File: src/rtl/ysyx_23060187_wbu_pkg.sv
// Shared definitions for the write-back unit: FSM encoding, load funct3 codes,
// and the legality rule for load width versus address alignment.
package ysyx_23060187_wbu_pkg;

    typedef enum logic [2:0] {
        ST_IDLE,
        ST_MEM_REQ,
        ST_MEM_WAIT,
        ST_WRITE,
        ST_FAULT
    } wbu_state_e;

    localparam logic [2:0] F3_LB  = 3'b000;
    localparam logic [2:0] F3_LH  = 3'b001;
    localparam logic [2:0] F3_LW  = 3'b010;
    localparam logic [2:0] F3_LBU = 3'b100;
    localparam logic [2:0] F3_LHU = 3'b101;

    localparam logic [1:0] RRESP_OKAY = 2'b00;

    // A load is legal only with a known width and a naturally aligned address.
    function automatic logic load_is_legal(input logic [2:0] funct3, input logic [1:0] offset);
        case (funct3)
            F3_LB, F3_LBU: load_is_legal = 1'b1;
            F3_LH, F3_LHU: load_is_legal = ~offset[0];
            F3_LW:         load_is_legal = (offset == 2'b00);
            default:       load_is_legal = 1'b0;
        endcase
    endfunction

endpackage

File: src/rtl/ysyx_23060187_load_align.sv
// Combinational load data path: selects the addressed byte/half/word from the
// returned memory word and sign- or zero-extends it.
module ysyx_23060187_load_align
    import ysyx_23060187_wbu_pkg::*;
#(
    parameter int DATA_WIDTH = 32
) (
    input  logic [DATA_WIDTH-1:0] i_rdata,
    input  logic [1:0]            i_offset,
    input  logic [2:0]            i_funct3,
    output logic [DATA_WIDTH-1:0] o_data
);

    logic [7:0]  w_byte;
    logic [15:0] w_half;

    // NOTE: every signal driven here gets a value on every path; a missing
    // default in combinational logic infers a latch.
    always_comb begin
        w_byte = i_rdata[{i_offset, 3'b000} +: 8];
        w_half = i_rdata[{i_offset[1], 4'b0000} +: 16];
        case (i_funct3)
            F3_LB:   o_data = {{(DATA_WIDTH-8){w_byte[7]}}, w_byte};
            F3_LH:   o_data = {{(DATA_WIDTH-16){w_half[15]}}, w_half};
            F3_LBU:  o_data = {{(DATA_WIDTH-8){1'b0}}, w_byte};
            F3_LHU:  o_data = {{(DATA_WIDTH-16){1'b0}}, w_half};
            default: o_data = i_rdata;
        endcase
    end

endmodule

File: src/rtl/ysyx_23060187_wbu.sv
// Write-back unit: accepts one execute result, performs the load read if needed,
// and drives a single-cycle register file write with a wb_done pulse.
module ysyx_23060187_wbu
    import ysyx_23060187_wbu_pkg::*;
#(
    parameter int ADDR_WIDTH = 5,
    parameter int DATA_WIDTH = 32
) (
    input  logic                  clk,
    input  logic                  rst,
    input  logic                  in_valid,
    output logic                  in_ready,
    input  logic [ADDR_WIDTH-1:0] in_rd,
    input  logic [DATA_WIDTH-1:0] in_result,
    input  logic                  in_rf_wen,
    input  logic                  in_is_load,
    input  logic [2:0]            in_funct3,
    output logic                  mem_arvalid,
    input  logic                  mem_arready,
    output logic [DATA_WIDTH-1:0] mem_araddr,
    input  logic                  mem_rvalid,
    output logic                  mem_rready,
    input  logic [DATA_WIDTH-1:0] mem_rdata,
    input  logic [1:0]            mem_rresp,
    output logic                  rf_wen,
    output logic [ADDR_WIDTH-1:0] rf_waddr,
    output logic [DATA_WIDTH-1:0] rf_wdata,
    output logic                  wb_done,
    output logic                  load_fault
);

    wbu_state_e            r_state;
    wbu_state_e            w_next;
    logic [ADDR_WIDTH-1:0] r_rd;
    logic                  r_rf_wen;
    logic [2:0]            r_funct3;
    logic [1:0]            r_offset;

    logic                  w_accept;
    logic                  w_legal;
    logic                  w_rd_ok;
    logic [DATA_WIDTH-1:0] w_load_data;

    assign in_ready = (r_state == ST_IDLE);
    assign w_accept = in_valid & in_ready;
    assign w_legal  = load_is_legal(in_funct3, in_result[1:0]);
    assign w_rd_ok  = mem_rvalid & (mem_rresp == RRESP_OKAY);

    ysyx_23060187_load_align #(.DATA_WIDTH(DATA_WIDTH)) u_align (
        .i_rdata  (mem_rdata),
        .i_offset (r_offset),
        .i_funct3 (r_funct3),
        .o_data   (w_load_data)
    );

    always_comb begin
        w_next = r_state;
        case (r_state)
            ST_IDLE: begin
                if (w_accept) begin
                    if (!in_is_load)  w_next = ST_WRITE;
                    else if (w_legal) w_next = ST_MEM_REQ;
                    else              w_next = ST_FAULT;
                end
            end
            ST_MEM_REQ:  if (mem_arready) w_next = ST_MEM_WAIT;
            ST_MEM_WAIT: if (mem_rvalid)  w_next = w_rd_ok ? ST_WRITE : ST_FAULT;
            ST_WRITE,
            ST_FAULT:    w_next = ST_IDLE;
            default:     w_next = ST_IDLE;
        endcase
    end

    // NOTE: sequential state uses non-blocking assignments so every register
    // samples pre-edge values regardless of statement order.
    always_ff @(posedge clk) begin
        if (rst) r_state <= ST_IDLE;
        else     r_state <= w_next;
    end

    // Outputs are registered from the next state so each pulse lines up with
    // the cycle the FSM sits in WRITE/FAULT/MEM_REQ/MEM_WAIT.
    always_ff @(posedge clk) begin
        if (rst) begin
            mem_arvalid <= 1'b0;
            mem_rready  <= 1'b0;
            mem_araddr  <= '0;
            rf_wen      <= 1'b0;
            rf_waddr    <= '0;
            rf_wdata    <= '0;
            wb_done     <= 1'b0;
            load_fault  <= 1'b0;
            r_rd        <= '0;
            r_rf_wen    <= 1'b0;
            r_funct3    <= '0;
            r_offset    <= '0;
        end else begin
            mem_arvalid <= (w_next == ST_MEM_REQ);
            mem_rready  <= (w_next == ST_MEM_WAIT);
            wb_done     <= (w_next == ST_WRITE) || (w_next == ST_FAULT);
            load_fault  <= (w_next == ST_FAULT);
            rf_wen      <= 1'b0;

            if (w_accept) begin
                r_rd     <= in_rd;
                r_rf_wen <= in_rf_wen;
                r_funct3 <= in_funct3;
                r_offset <= in_result[1:0];
                if (in_is_load && w_legal)
                    mem_araddr <= {in_result[DATA_WIDTH-1:2], 2'b00};
                if (!in_is_load) begin
                    rf_wen   <= in_rf_wen && (in_rd != '0);
                    rf_waddr <= in_rd;
                    rf_wdata <= in_result;
                end
            end

            if ((r_state == ST_MEM_WAIT) && w_rd_ok) begin
                rf_wen   <= r_rf_wen && (r_rd != '0);
                rf_waddr <= r_rd;
                rf_wdata <= w_load_data;
            end
        end
    end

endmodule

File: config.mk
export PLATFORM = sky130hd
export DESIGN_NAME = ysyx_23060187_wbu
export DESIGN_NICKNAME = d
export VERILOG_FILES = /design/src/rtl/ysyx_23060187_wbu_pkg.sv /design/src/rtl/ysyx_23060187_load_align.sv /design/src/rtl/ysyx_23060187_wbu.sv
export SDC_FILE = /design/constraint.sdc
export NUM_CORES = 1
export LEC_CHECK = 0
export ABC_CLOCK_PERIOD_IN_PS = 2500
export BUFFER_PORTS_ARGS = -buffer_cell sky130_fd_sc_hd__clkbuf_2
export CORE_MARGIN = 2
export CORE_UTILIZATION = 30
export CTS_CLUSTER_SIZE = 16
export DETAILED_ROUTE_END_ITERATION = 10
export GPL_TIMING_DRIVEN = 1
export PLACE_DENSITY_LB_ADDON = 0.08
export SLEW_MARGIN = 20
export SYNTH_ARGS = -nofsm -noshare
export SYNTH_HDL_FRONTEND = slang
export SYNTH_SLANG_ARGS = --single-unit
File: constraint.sdc
create_clock -name clk -period 2.5 [get_ports clk]
set_input_delay 0.375 -clock clk [delete_from_list [all_inputs] [get_ports clk]]
set_output_delay 0.375 -clock clk [all_outputs]
set_load 0.05 [all_outputs]
==> out/qor.yml <==
clock_tree:
  cts_repair_resize_count: 0
  path_clk_slew_ps: 60
  post-cts-setup-buffer-count: 0
  clock_path_buffers: 2
  cts_root_buffer: "clkbuf_16"
  clock_latency_ps: 340
  cts.sinks: 86
  cts_tree: "yes"
  cts_buffers: 9
  cts_hold_buf: 0
  cts_htree_levels: 3
cells_and_area:
  fillers: 1424
  drive_gt1_frac: 0.321
  diodes: 0
  stdcell_area_sq_um: 5230
  area_growth_pct: 28.1
  final_nets: 662
yosys:
  synthMuxAreaShare: 0.163
  synth-main-ff-cell: "dfxtp_1"
  synth_edf_count: 0
  synth_xor_area_frac: 0
  synth_simple_gate_area_frac: 0.154
  synth_area_per_cell_sq_um: 9.16
  syn-instance-count: 445
  synth_fa_ha_area_frac: 0
  synth_warnings: 0
  async_flop_share: 0
  synth_compound_area_frac: 0.203
  yosysUniqueCellTypes: 47
  synth_top_family_by_area: "compound AO/OA/AOI/OAI gates"
  synth.yosys.seq_area_share: 0.422
  syn_area_sq_um: 4080
  ys_ff_latch: 86
floorplanning:
  die_w_um: 121
  pin_count: 156
  die-area_sq_um: 14500
  rows: 42
  coreArea_sq_um: 13200
  initial_utilization: 0.308
  die_h_um: 121
critical_path:
  r2r-end: "rf_wdata[16]"
  worstPathMaxFanout: 18
  crit_required_ps: 2740
  start_kind: "flip-flop"
  startpoint: "r_state[2]"
  r2r_cells: 4
  critPathCapture: "rf_wdata[16]"
  end_kind: "flip-flop"
  crit_arrival_ps: 2240
  r2r_slack_ps: 510
  critPathKind: "flip-flop to flip-flop"
  r2r-start: "r_state[2]"
routing:
  drtIter0Drc: 231
  wl_um: 12700
  drc: 0
  viasPerCell: 5.01
  post_drt_wl_per_cell_um: 16.6
  ant_nets: 0
  first_pass_iters: 4
  via_count: 3816
timing:
  max_freq_mhz: 501
  fin_tns_setup_ps: 0
  finClkSkew_ps: 5.30
  relSlewSlack: 0.549
  timing.final.crit_period_ps: 1990
  hold_viol_final: 0
  worst_slew_pin_slew_ps: 677
  finalSetupViolCount: 0
  maxSlewViolCount: 0
  post-route-period-util: 0.798
  rsz0062_at_grt: "false"
min_path:
  hold_class: "input pin to flip-flop"
global_routing:
  grt_max_degree: 49
  grt_pass1_vias: 3758
  track_usage: 0.176
  grt_overflow: 0
  busiest_layer: "met2"
  gr-usage-met1: 0.231
  antenna_found_initial: 0
  grt_pass1_wl_um: 19900
  grtUsageMet2: 0.274
  grt_use_met3: 0.0561
place:
  place_congestion: 0.788
  dp_hpwl_um: 9520
  place_area_sq_um: 4960
  io_buffers: 153
power:
  power.leakage_nw: 2.45
  ir_drop_mv: 0.315
  powerDensity_nw_per_um2: 698
job:
  drv_cap: 0
outcome:
  status: "complete, no violations"
[how the worst min path moves through the flow]
stage / cells past startpoint / slack (ps) / from / end
floorplan: 2 / 440 / r_rf_wen / r_rf_wen
global placement: 2 / 440 / rf_waddr[3] / rf_waddr[3]
detailed placement: 2 / 450 / rf_waddr[3] / rf_waddr[3]
CTS: 3 / 270 / in_rf_wen / r_rf_wen
global route: 3 / 290 / in_result[10] / mem_araddr[10]
finish: 3 / 280 / in_rf_wen / r_rf_wen
[through the flow]
stage,utilization,instances,total power [mW],hold slack (ps),setup WS (ps)
floorplan,-,446,2.20,437,610
global placement,0.374,746,2.45,445,512
detailed placement,0.374,746,2.45,450,518
CTS,0.395,762,3.69,272,505
global route,0.395,762,3.83,291,232
finish,0.395,762,3.65,282,505
[metal layers]
layer,wire (um),vias up,part of all wire
li1,-,1903,-
met1,5860,1772,0.46
met2,5610,129,0.44
met3,1040,12,0.082
met4,153,0,0.012
met5,0,-,0
[cell families (layout without fill, tap and decap cells)]
| logic type | Yosys count | in the layout |
|---|---|---|
| DFF | 86 | 86 |
| buffers and inverters | 47 | 187 |
| other | 1 | 2 |
| AOI/OAI and AO/OA | 116 | 116 |
| muxes | 65 | 65 |
| and+or+nand+nor | 130 | 130 |
[report_power, final]
| part | internal (mW) | switching, mW |
|---|---|---|
| combinational | 0.290 | 0.601 |
| sequential | 1.46 | 0.0643 |
| clock | 0.696 | 0.533 |
[critical path, cell delays in order, from the launching register on]
cell	delay, ps
dfxtp_1	400
or4b_4	700
nor2_8	360
mux2i_1	150
a221oi_1	290
[sequential cells by signal, summed over array words and instances, names as in the netlist]
register,flops
load_fault,1
mem_araddr,30
mem_arvalid,1
mem_rready,1
r_funct3,3
r_offset,2
r_rd,5
r_rf_wen,1
r_state,3
rf_waddr,5
rf_wdata,32
rf_wen,1
wb_done,1
[Yosys cell counts (all sizes together) (9+ instances only)]
| cell type | number | area share |
|---|---|---|
| a22oi | 14 | 0.026 |
| a21oi | 27 | 0.033 |
| a221oi | 16 | 0.036 |
| buf | 15 | 0.027 |
| mux2i | 62 | 0.15 |
| nor2 | 52 | 0.052 |
| a211oi | 11 | 0.020 |
| a22o | 9 | 0.020 |
| nor2b | 10 | 0.015 |
| clkbuf | 26 | 0.024 |
| dfxtp | 86 | 0.42 |
| nand2 | 46 | 0.042 |
| o22ai | 14 | 0.021 |
[layout make-up]
type                    instances  area [sq um]  area share
clock buffers                  12           246      0.0472
clock inverters                 4          22.5     0.00431
inverters                       6          22.5     0.00431
multi-input cells             313          2140       0.409
flip-flops and latches         86          1720       0.330
well taps                     176           220      0.0421
repair buffers                165           856       0.164
[placed cells by master (no fill, tap or decap), drive strengths merged, types with 2 or more instances in the layout]
| cell | n |
|---|---|
| a221oi | 16 |
| conb | 2 |
| mux2i | 62 |
| buf | 13 |
| nand3b | 7 |
| nor2b | 10 |
| a211oi | 11 |
| o22ai | 14 |
| o211ai | 3 |
| o21ai | 5 |
| nor3 | 3 |
| a2111oi | 8 |
| mux2 | 2 |
| or4 | 2 |
| a22oi | 14 |
| a21oi | 27 |
| o21a | 2 |
| clkinv | 3 |
| clkbuf | 164 |
| nand2 | 46 |
| a22o | 9 |
| nor3b | 2 |
| inv | 6 |
| dfxtp | 86 |
| nor2 | 52 |
Power figures use the tool's default switching activity.
